`src/rtl/ir_pkg.sv`:
```
// ir_pkg: shared types and constants for the IR sweep scheduler.
//   state_t : scheduler FSM states
//   pair_t  : emitter pair index (inner, mid, outer)
//   CH_*    : A2D channel numbers for the right/left sensor of each pair
//   SHIFT_* : error weight shifts per pair (x1, x2, x4)
//   helpers : channel lookup and weighted (shifted, zero-extended) result
package ir_pkg;

  localparam int SETTLE_CYC_DEF = 4096;
  localparam int SETTLE_W_DEF   = 13;
  localparam int RES_W          = 12;
  localparam int ERR_W          = 16;
  localparam int CH_W           = 3;

  typedef enum logic [2:0] {
    ST_IDLE   = 3'd0,
    ST_SETTLE = 3'd1,
    ST_CONV_R = 3'd2,
    ST_WAIT_R = 3'd3,
    ST_CONV_L = 3'd4,
    ST_WAIT_L = 3'd5,
    ST_DONE   = 3'd6
  } state_t;

  typedef enum logic [1:0] {
    PAIR_IN  = 2'd0,
    PAIR_MID = 2'd1,
    PAIR_OUT = 2'd2
  } pair_t;

  localparam logic [CH_W-1:0] CH_IN_R  = 3'd1;
  localparam logic [CH_W-1:0] CH_IN_L  = 3'd0;
  localparam logic [CH_W-1:0] CH_MID_R = 3'd4;
  localparam logic [CH_W-1:0] CH_MID_L = 3'd2;
  localparam logic [CH_W-1:0] CH_OUT_R = 3'd3;
  localparam logic [CH_W-1:0] CH_OUT_L = 3'd7;

  localparam int SHIFT_IN  = 0;
  localparam int SHIFT_MID = 1;
  localparam int SHIFT_OUT = 2;

  function automatic logic [CH_W-1:0] right_ch(input pair_t p);
    case (p)
      PAIR_IN:  return CH_IN_R;
      PAIR_MID: return CH_MID_R;
      default:  return CH_OUT_R;
    endcase
  endfunction

  function automatic logic [CH_W-1:0] left_ch(input pair_t p);
    case (p)
      PAIR_IN:  return CH_IN_L;
      PAIR_MID: return CH_MID_L;
      default:  return CH_OUT_L;
    endcase
  endfunction

  // Zero-extend before shifting so the x4 weight of a full-scale result
  // (16380) still fits as a positive 16-bit signed value.
  function automatic logic [ERR_W-1:0] weighted(input pair_t p, input logic [RES_W-1:0] r);
    logic [ERR_W-1:0] z;
    z = {{(ERR_W-RES_W){1'b0}}, r};
    case (p)
      PAIR_IN:  return z << SHIFT_IN;
      PAIR_MID: return z << SHIFT_MID;
      default:  return z << SHIFT_OUT;
    endcase
  endfunction

endpackage

```
`src/rtl/ir_sweep_sched_if.sv`:
```
// ir_sweep_sched_if: handshake between the sweep scheduler and the A2D
// converter interface.
//   strt_cnv  : one-cycle conversion start (scheduler -> A2D)
//   chnnl     : channel select, held from strt_cnv until cnv_cmplt
//   cnv_cmplt : one-cycle conversion done (A2D -> scheduler)
//   res       : unsigned result, valid only with cnv_cmplt
interface ir_sweep_sched_if;
  import ir_pkg::*;

  logic             strt_cnv;
  logic [CH_W-1:0]  chnnl;
  logic             cnv_cmplt;
  logic [RES_W-1:0] res;

  modport master (output strt_cnv, output chnnl, input cnv_cmplt, input res);
  modport slave  (input strt_cnv, input chnnl, output cnv_cmplt, output res);

endinterface

```
`src/rtl/ir_sweep_sched_settle_timer.sv`:
```
// settle_timer: emitter settle counter.
//   clk, rst : clock, synchronous active-high reset
//   clr      : synchronous clear; count restarts from 0 the next cycle
//   expired  : high while the count equals SETTLE_CYC-1
// The count holds at SETTLE_CYC-1 so a stalled consumer never sees it wrap.
module settle_timer
  import ir_pkg::*;
#(
  parameter int SETTLE_CYC = SETTLE_CYC_DEF,
  parameter int SETTLE_W   = SETTLE_W_DEF
) (
  input  logic clk,
  input  logic rst,
  input  logic clr,
  output logic expired
);

  localparam logic [SETTLE_W-1:0] LAST = SETTLE_W'(SETTLE_CYC - 1);

  logic [SETTLE_W-1:0] cnt_q, cnt_d;

  assign expired = (cnt_q == LAST);

  always_comb begin
    cnt_d = cnt_q;
    if (clr) begin
      cnt_d = '0;
    end else if (!expired) begin
      cnt_d = cnt_q + SETTLE_W'(1);
    end
  end

  always_ff @(posedge clk) begin
    if (rst) begin
      cnt_q <= '0;
    end else begin
      cnt_q <= cnt_d;
    end
  end

endmodule

```
`src/rtl/ir_sweep_sched.sv`:
```
// ir_sweep_sched: shares the A2D interface among the six IR line sensors.
// Each sweep walks the inner, mid and outer emitter pairs through settle,
// right conversion and left conversion, accumulating
// sum((right - left) << weight), and publishes the result once per sweep.
//   clk, rst   : clock, synchronous active-high reset
//   go         : sweep enable; dropping it aborts cleanly
//   a2d        : A2D handshake (strt_cnv, chnnl, cnv_cmplt, res)
//   IR_*_en    : emitter enables, at most one high
//   error      : signed weighted error, holds between updates
//   err_vld    : one-cycle pulse when error updates
//   busy       : high outside IDLE
//
// state     | meaning
// ----------+------------------------------------------------------
// IDLE      | waiting for go, emitters off
// SETTLE    | current pair's emitter on, settle timer running
// CONV_R    | strt_cnv pulse on the pair's right channel
// WAIT_R    | waiting for right result, add weighted result
// CONV_L    | strt_cnv pulse on the pair's left channel
// WAIT_L    | waiting for left result, subtract, advance pair
// DONE      | error published, err_vld high
module ir_sweep_sched
  import ir_pkg::*;
#(
  parameter int SETTLE_CYC = SETTLE_CYC_DEF,
  parameter int SETTLE_W   = SETTLE_W_DEF
) (
  input  logic                    clk,
  input  logic                    rst,
  input  logic                    go,
  ir_sweep_sched_if.master        a2d,
  output logic                    IR_in_en,
  output logic                    IR_mid_en,
  output logic                    IR_out_en,
  output logic signed [ERR_W-1:0] error,
  output logic                    err_vld,
  output logic                    busy
);

  state_t                  state_q, state_d;
  pair_t                   pair_q, pair_d;
  logic signed [ERR_W-1:0] acc_q, acc_d;
  logic signed [ERR_W-1:0] error_q, error_d;
  logic                    abort_q, abort_d;
  logic                    abort_now;
  logic                    tmr_clr;
  logic                    tmr_expired;
  logic [ERR_W-1:0]        term;
  logic                    emit_on;

  settle_timer #(
    .SETTLE_CYC (SETTLE_CYC),
    .SETTLE_W   (SETTLE_W)
  ) u_settle_timer (
    .clk     (clk),
    .rst     (rst),
    .clr     (tmr_clr),
    .expired (tmr_expired)
  );

  // Counter only runs in SETTLE, so it is always 0 on entry.
  assign tmr_clr = (state_q != ST_SETTLE);

  assign term = weighted(pair_q, a2d.res);

  // Once go drops during a conversion the sweep is doomed, even if go
  // comes back before the A2D answers.
  assign abort_now = abort_q | ~go;

  always_comb begin
    state_d = state_q;
    pair_d  = pair_q;
    acc_d   = acc_q;
    error_d = error_q;
    abort_d = abort_q;
    case (state_q)
      ST_IDLE: begin
        abort_d = 1'b0;
        if (go) begin
          state_d = ST_SETTLE;
          pair_d  = PAIR_IN;
          acc_d   = '0;
        end
      end
      ST_SETTLE: begin
        if (!go) begin
          state_d = ST_IDLE;
        end else if (tmr_expired) begin
          state_d = ST_CONV_R;
        end
      end
      ST_CONV_R: begin
        abort_d = abort_now;
        state_d = ST_WAIT_R;
      end
      ST_WAIT_R: begin
        abort_d = abort_now;
        if (a2d.cnv_cmplt) begin
          if (abort_now) begin
            state_d = ST_IDLE;
            abort_d = 1'b0;
          end else begin
            acc_d   = acc_q + $signed(term);
            state_d = ST_CONV_L;
          end
        end
      end
      ST_CONV_L: begin
        abort_d = abort_now;
        state_d = ST_WAIT_L;
      end
      ST_WAIT_L: begin
        abort_d = abort_now;
        if (a2d.cnv_cmplt) begin
          if (abort_now) begin
            state_d = ST_IDLE;
            abort_d = 1'b0;
          end else begin
            acc_d = acc_q - $signed(term);
            if (pair_q == PAIR_OUT) begin
              error_d = acc_q - $signed(term);
              state_d = ST_DONE;
            end else begin
              pair_d  = (pair_q == PAIR_IN) ? PAIR_MID : PAIR_OUT;
              state_d = ST_SETTLE;
            end
          end
        end
      end
      ST_DONE: begin
        if (go) begin
          state_d = ST_SETTLE;
          pair_d  = PAIR_IN;
          acc_d   = '0;
        end else begin
          state_d = ST_IDLE;
        end
      end
      default: begin
        state_d = ST_IDLE;
      end
    endcase
  end

  always_ff @(posedge clk) begin
    if (rst) begin
      state_q <= ST_IDLE;
      pair_q  <= PAIR_IN;
      acc_q   <= '0;
      error_q <= '0;
      abort_q <= 1'b0;
    end else begin
      state_q <= state_d;
      pair_q  <= pair_d;
      acc_q   <= acc_d;
      error_q <= error_d;
      abort_q <= abort_d;
    end
  end

  // Outputs decode directly from the state register.
  assign a2d.strt_cnv = (state_q == ST_CONV_R) || (state_q == ST_CONV_L);

  always_comb begin
    a2d.chnnl = '0;
    case (state_q)
      ST_CONV_R, ST_WAIT_R: a2d.chnnl = right_ch(pair_q);
      ST_CONV_L, ST_WAIT_L: a2d.chnnl = left_ch(pair_q);
      default:              a2d.chnnl = '0;
    endcase
  end

  assign emit_on   = (state_q == ST_SETTLE) || (state_q == ST_CONV_R) ||
                     (state_q == ST_WAIT_R) || (state_q == ST_CONV_L) ||
                     (state_q == ST_WAIT_L);
  assign IR_in_en  = emit_on && (pair_q == PAIR_IN);
  assign IR_mid_en = emit_on && (pair_q == PAIR_MID);
  assign IR_out_en = emit_on && (pair_q == PAIR_OUT);

  assign error   = error_q;
  assign err_vld = (state_q == ST_DONE);
  assign busy    = (state_q != ST_IDLE);

endmodule
```
`src/flat_wrapper.sv`:
```
// flat-port wrapper written by rule: the top's interface ports become plain ports
module ir_sweep_sched_flat import ir_pkg::*;
#(
  parameter int SETTLE_CYC = SETTLE_CYC_DEF,
  parameter int SETTLE_W   = SETTLE_W_DEF
)
  (clk, rst, go, IR_in_en, IR_mid_en, IR_out_en, error, err_vld, busy, a2d_strt_cnv, a2d_chnnl, a2d_cnv_cmplt, a2d_res);
  ir_sweep_sched_if a2d_i ();
  input  logic clk;
  input  logic rst;
  input  logic go;
  output logic IR_in_en;
  output logic IR_mid_en;
  output logic IR_out_en;
  output logic signed [ERR_W-1:0] error;
  output logic err_vld;
  output logic busy;
  output wire logic [$bits(a2d_i.strt_cnv)-1:0] a2d_strt_cnv;
  output wire logic [$bits(a2d_i.chnnl)-1:0] a2d_chnnl;
  input wire logic [$bits(a2d_i.cnv_cmplt)-1:0] a2d_cnv_cmplt;
  input wire logic [$bits(a2d_i.res)-1:0] a2d_res;
  assign a2d_strt_cnv = a2d_i.strt_cnv;
  assign a2d_chnnl = a2d_i.chnnl;
  assign a2d_i.cnv_cmplt = a2d_cnv_cmplt;
  assign a2d_i.res = a2d_res;
  ir_sweep_sched #(.SETTLE_CYC(SETTLE_CYC), .SETTLE_W(SETTLE_W)) u_core (.clk(clk), .rst(rst), .go(go), .a2d(a2d_i), .IR_in_en(IR_in_en), .IR_mid_en(IR_mid_en), .IR_out_en(IR_out_en), .error(error), .err_vld(err_vld), .busy(busy));
endmodule
```
`config.mk`:
```
export PLATFORM = sky130hd
export DESIGN_NAME = ir_sweep_sched_flat
export DESIGN_NICKNAME = d
export VERILOG_FILES = /design/src/rtl/ir_pkg.sv /design/src/rtl/ir_sweep_sched_if.sv /design/src/rtl/ir_sweep_sched_settle_timer.sv /design/src/rtl/ir_sweep_sched.sv /design/src/flat_wrapper.sv
export SDC_FILE = /design/constraint.sdc
export NUM_CORES = 1
export LEC_CHECK = 0
export CAP_MARGIN = 20
export CORE_UTILIZATION = 59
export DETAILED_ROUTE_END_ITERATION = 8
export DONT_BUFFER_PORTS = 1
export PLACE_DENSITY_LB_ADDON = 0.25
export REMOVE_ABC_BUFFERS = 1
export SETUP_SLACK_MARGIN = 0.2
export SLEW_MARGIN = 20
export SYNTH_ARGS = -nofsm -noshare
export SYNTH_HDL_FRONTEND = slang
export SYNTH_SLANG_ARGS = --single-unit
export TNS_END_PERCENT = 10
```
`constraint.sdc`:
```
create_clock -name clk -period 3.7 [get_ports clk]
set_input_delay 0.74 -clock clk [delete_from_list [all_inputs] [get_ports clk]]
set_output_delay 0.74 -clock clk [all_outputs]
set_load 0.01 [all_outputs]
```
==> flow_summary_export.csv <==
group,metric,value,unit
outcome,status,"finished clean",
clocking,cts_sinks,51,
global_routing,grt_util_met2,48.15,%
worst_setup_path,worstSetupEndpointType,"flip-flop",
pwr,p_leak,1.623,nW
clocking,cts_buffers,5,
worst_setup_path,critPathArrivalTime,3.50,ns
floorplanning,dieWidth,85.53,um
floorplanning,start_util,60.93,%
global_routing,grt_max_degree,41,
final_layout,drive_gt1_share,6.286,%
final_layout,fin_nets,574,
synthesis,synthTopCellsByArea,"dfxtp_1, ha_1, nor2_1",
placed_design,numPortBuffers,0,
synthesis,seq_area_frac_synth,24.80,%
final_layout,post-route-util,62.93,%
clocking,insertion_delay,0.31,ns
final_layout,syn_to_final_growth,3.283,%
worst_setup_path,start_kind,"flip-flop",
job,cap_violations,0,
placed_design,post-dp-hpwl,7800,um
timing,max_slew_margin,24.99,%
synthesis,synth_edf_count,0,
clocking,clk_path_buf_depth,2,
placed_design,gp_congestion,0.9270,
worst_setup_path,crit_type,"reg -> reg",
timing,fin_crit,3.300,ns
route,vias,3895,
timing,maxSlewViolCount,0,
route,ant_nets,0,
global_routing,grt-busiest-layer,"met2",
global_routing,grt_util_met3,4.042,%
synthesis,syn_avg_cell_area,7.581,um2
final_layout,multi_input_area,0.002841,mm2
route,drtIter0Drc,337,
route,firstDrtPassIters,5,
global_routing,grt_pass1_vias,3585,
timing,max_clock_freq,0.3030,GHz
timing,worst_pin_slew,1.118,ns
global_routing,grt_pass1_wl,17510,um
global_routing,grt_antenna_before_repair,0,
worst_setup_path,reg2reg_slack,0.40,ns
global_routing,grtUsageMet1,40.48,%
synthesis,async_flop_share,0,%
route,post_drt_wl_per_cell,17.45,um
synthesis,yosys_warnings,0,
synthesis,synth_top_area_share,24.80,%
timing,finalHoldViolCount,0,
final_layout,regArea,0.001023,mm2
synthesis,yosysTopAreaCell,"dfxtp_1",
route,wl,10560,um
route,avgViaCountPerCell,6.438,
clocking,h-tree-depth,2,
floorplanning,die_h,85.53,um
floorplanning,io_pins,41,
worst_setup_path,rr_startpoint,"u_core.pair_q[0]",
pwr,p_per_area,522.5,mW/mm2
global_routing,globalRouteOverflowTotal,0,
hold_path,min_path_type,"reg -> reg",
floorplanning,core,0.006756,mm2
final_layout,nFillCells,620,
timing,fin_skew,0.01065,ns
worst_setup_path,rr_endpoint,"u_core.acc_q[13]",
clocking,clkTransAtPathRegs,0.10,ns
timing,setup-violations-final,0,
pwr,peakVddDrop,0.2682,mV
final_layout,diodes,0,
global_routing,track_usage,29.94,%
timing,rsz0062_at_grt,"yes",
hold_path,min_from,"u_core.u_settle_timer.cnt_q[12]",
synthesis,synthCells,543,
clocking,root_buffer,"clkbuf_8",
clocking,tritoncts,"built",
floorplanning,die_area,0.007315,mm2
worst_setup_path,ff2ff_path_depth,10,
synthesis,yosysUniqueCellTypes,63,
worst_setup_path,path_max_fanout,13,
floorplanning,rows,30,
hold_path,hold_end,"u_core.u_settle_timer.cnt_q[12]",
route,drc,0,
synthesis,syn_area,0.004116,mm2
synthesis,synth_flop_cell,"dfxtp_1",
timing,min_period_over_period,89.19,%
timing,tns,0,ns
synthesis,synth_seq_cells,51,
worst_setup_path,required,3.90,ns
hold_path,hold_depth,2,
## layout make-up
| type | count | share of cell area (%) |
|---|---|---|
| inverters | 30 | 2.649 |
| flip-flops and latches | 51 | 24.07 |
| clock buffers | 6 | 1.942 |
| multi-input cells | 429 | 66.83 |
| well taps | 80 | 2.354 |
| clock inverters | 2 | 0.9123 |
| repair buffers | 7 | 1.236 |
## cell families (layout without fill, tap and decap cells)
logic type,after synthesis,in the layout,share of synthesized area (%)
fa+ha+maj,34,34,10.70
compound gates,146,146,24.80
buf+inv,63,45,6.292
flops,51,51,24.80
mux,14,14,3.404
xor+xnor,27,27,5.745
simple gates,208,208,24.26
## layout by cell type, fill, tap and decap left out, types with 20 or more instances in the layout
| master | synthesis | layout |
|---|---|---|
| inv_1 | 30 | 30 |
| ha_1 | 32 | 32 |
| nor3_1 | 24 | 24 |
| a21oi_1 | 25 | 25 |
| o21ai_0 | 29 | 28 |
| nor2_1 | 67 | 67 |
| a211oi_1 | 20 | 20 |
| nand2_1 | 47 | 47 |
| dfxtp_1 | 51 | 49 |
## power breakdown
group | internal [mW] | leakage (nW) | switching [mW]
clock | 0.223 | 0.0618 | 0.197
sequential | 0.593 | 0.415 | 0.0750
combinational | 0.447 | 1.15 | 0.687
## metrics by stage
step                      std cells  hold WS [ns]  total power [mW]  instance area, um2  setup slack (ns)
after global placement          597        0.4376             1.763                4128            0.3559
after floorplan                 510        0.4234             1.518                3970            0.5899
final                           605        0.4506             2.222                4252            0.4000
after detailed placement        597        0.4381             1.786                4128            0.2131
after CTS                       605        0.4523             2.216                4250            0.4032
after global routing            605        0.4760             2.376                4252            0.1827
## metal layers
layer  part of all wire, %  vias up
li1                      -     1911
met1                    45     1818
met2                    47      138
met3                   5.6       28
met4                   3.0        0
met5                     0        -
## what timing repair did
item,CTS,global route
hold buffers,0,0
resized for setup,1,1
setup endpoints to repair,1,2
setup buffers,0,0
## critical path, stage by stage, from the launching register on
cell and delay [ns]:
dfxtp_2 0.60, mux2i_1 0.13, or2_2 0.35, ha_1 0.30, nor2b_1 0.14, o21ai_0 0.23
o211ai_1 0.23, a311oi_2 0.38, a21oi_1 0.18, o221a_2 0.30, o41ai_1 0.34
## synthesized netlist by cell type, drive strengths merged, types with 4 or more instances
| cell type | number |
|---|---|
| dfxtp | 51 |
| xor2 | 11 |
| nand2b | 8 |
| nor3 | 24 |
| nor2b | 10 |
| nor3b | 4 |
| or3 | 5 |
| clkbuf | 20 |
| o22ai | 7 |
| nor2 | 70 |
| nand3b | 4 |
| mux2i | 14 |
| a311oi | 4 |
| inv | 30 |
| or2 | 4 |
| nand2 | 47 |
| xnor2 | 16 |
| a221o | 4 |
| o21a | 4 |
| a21oi | 25 |
| ha | 32 |
| buf | 13 |
| a211oi | 20 |
| a221oi | 7 |
| o21ai | 30 |
| o211ai | 12 |
| nand3 | 16 |
| a21o | 4 |
## worst max-delay path by stage
stage,from,to,slack [ns],depth (start not counted)
2_1_floorplan,u_core.pair_q[0],u_core.acc_q[12],0.59,10
3_3_place_gp,u_core.pair_q[0],u_core.acc_q[11],0.36,10
3_5_place_dp,u_core.pair_q[0],u_core.acc_q[13],0.21,10
4_1_cts,u_core.pair_q[0],u_core.acc_q[12],0.40,12
5_1_grt,u_core.pair_q[0],u_core.acc_q[12],0.18,12
6_report,u_core.pair_q[0],u_core.acc_q[13],0.40,10
## sequential cells by signal (all words and copies together), names as in the netlist
register,cells
u_core.error,16
u_core.pair_q,2
u_core.state_q,3
u_core.abort_q,1
u_core.acc_q,16
u_core.u_settle_timer.cnt_q,13
Power figures use the tool's default switching activity.
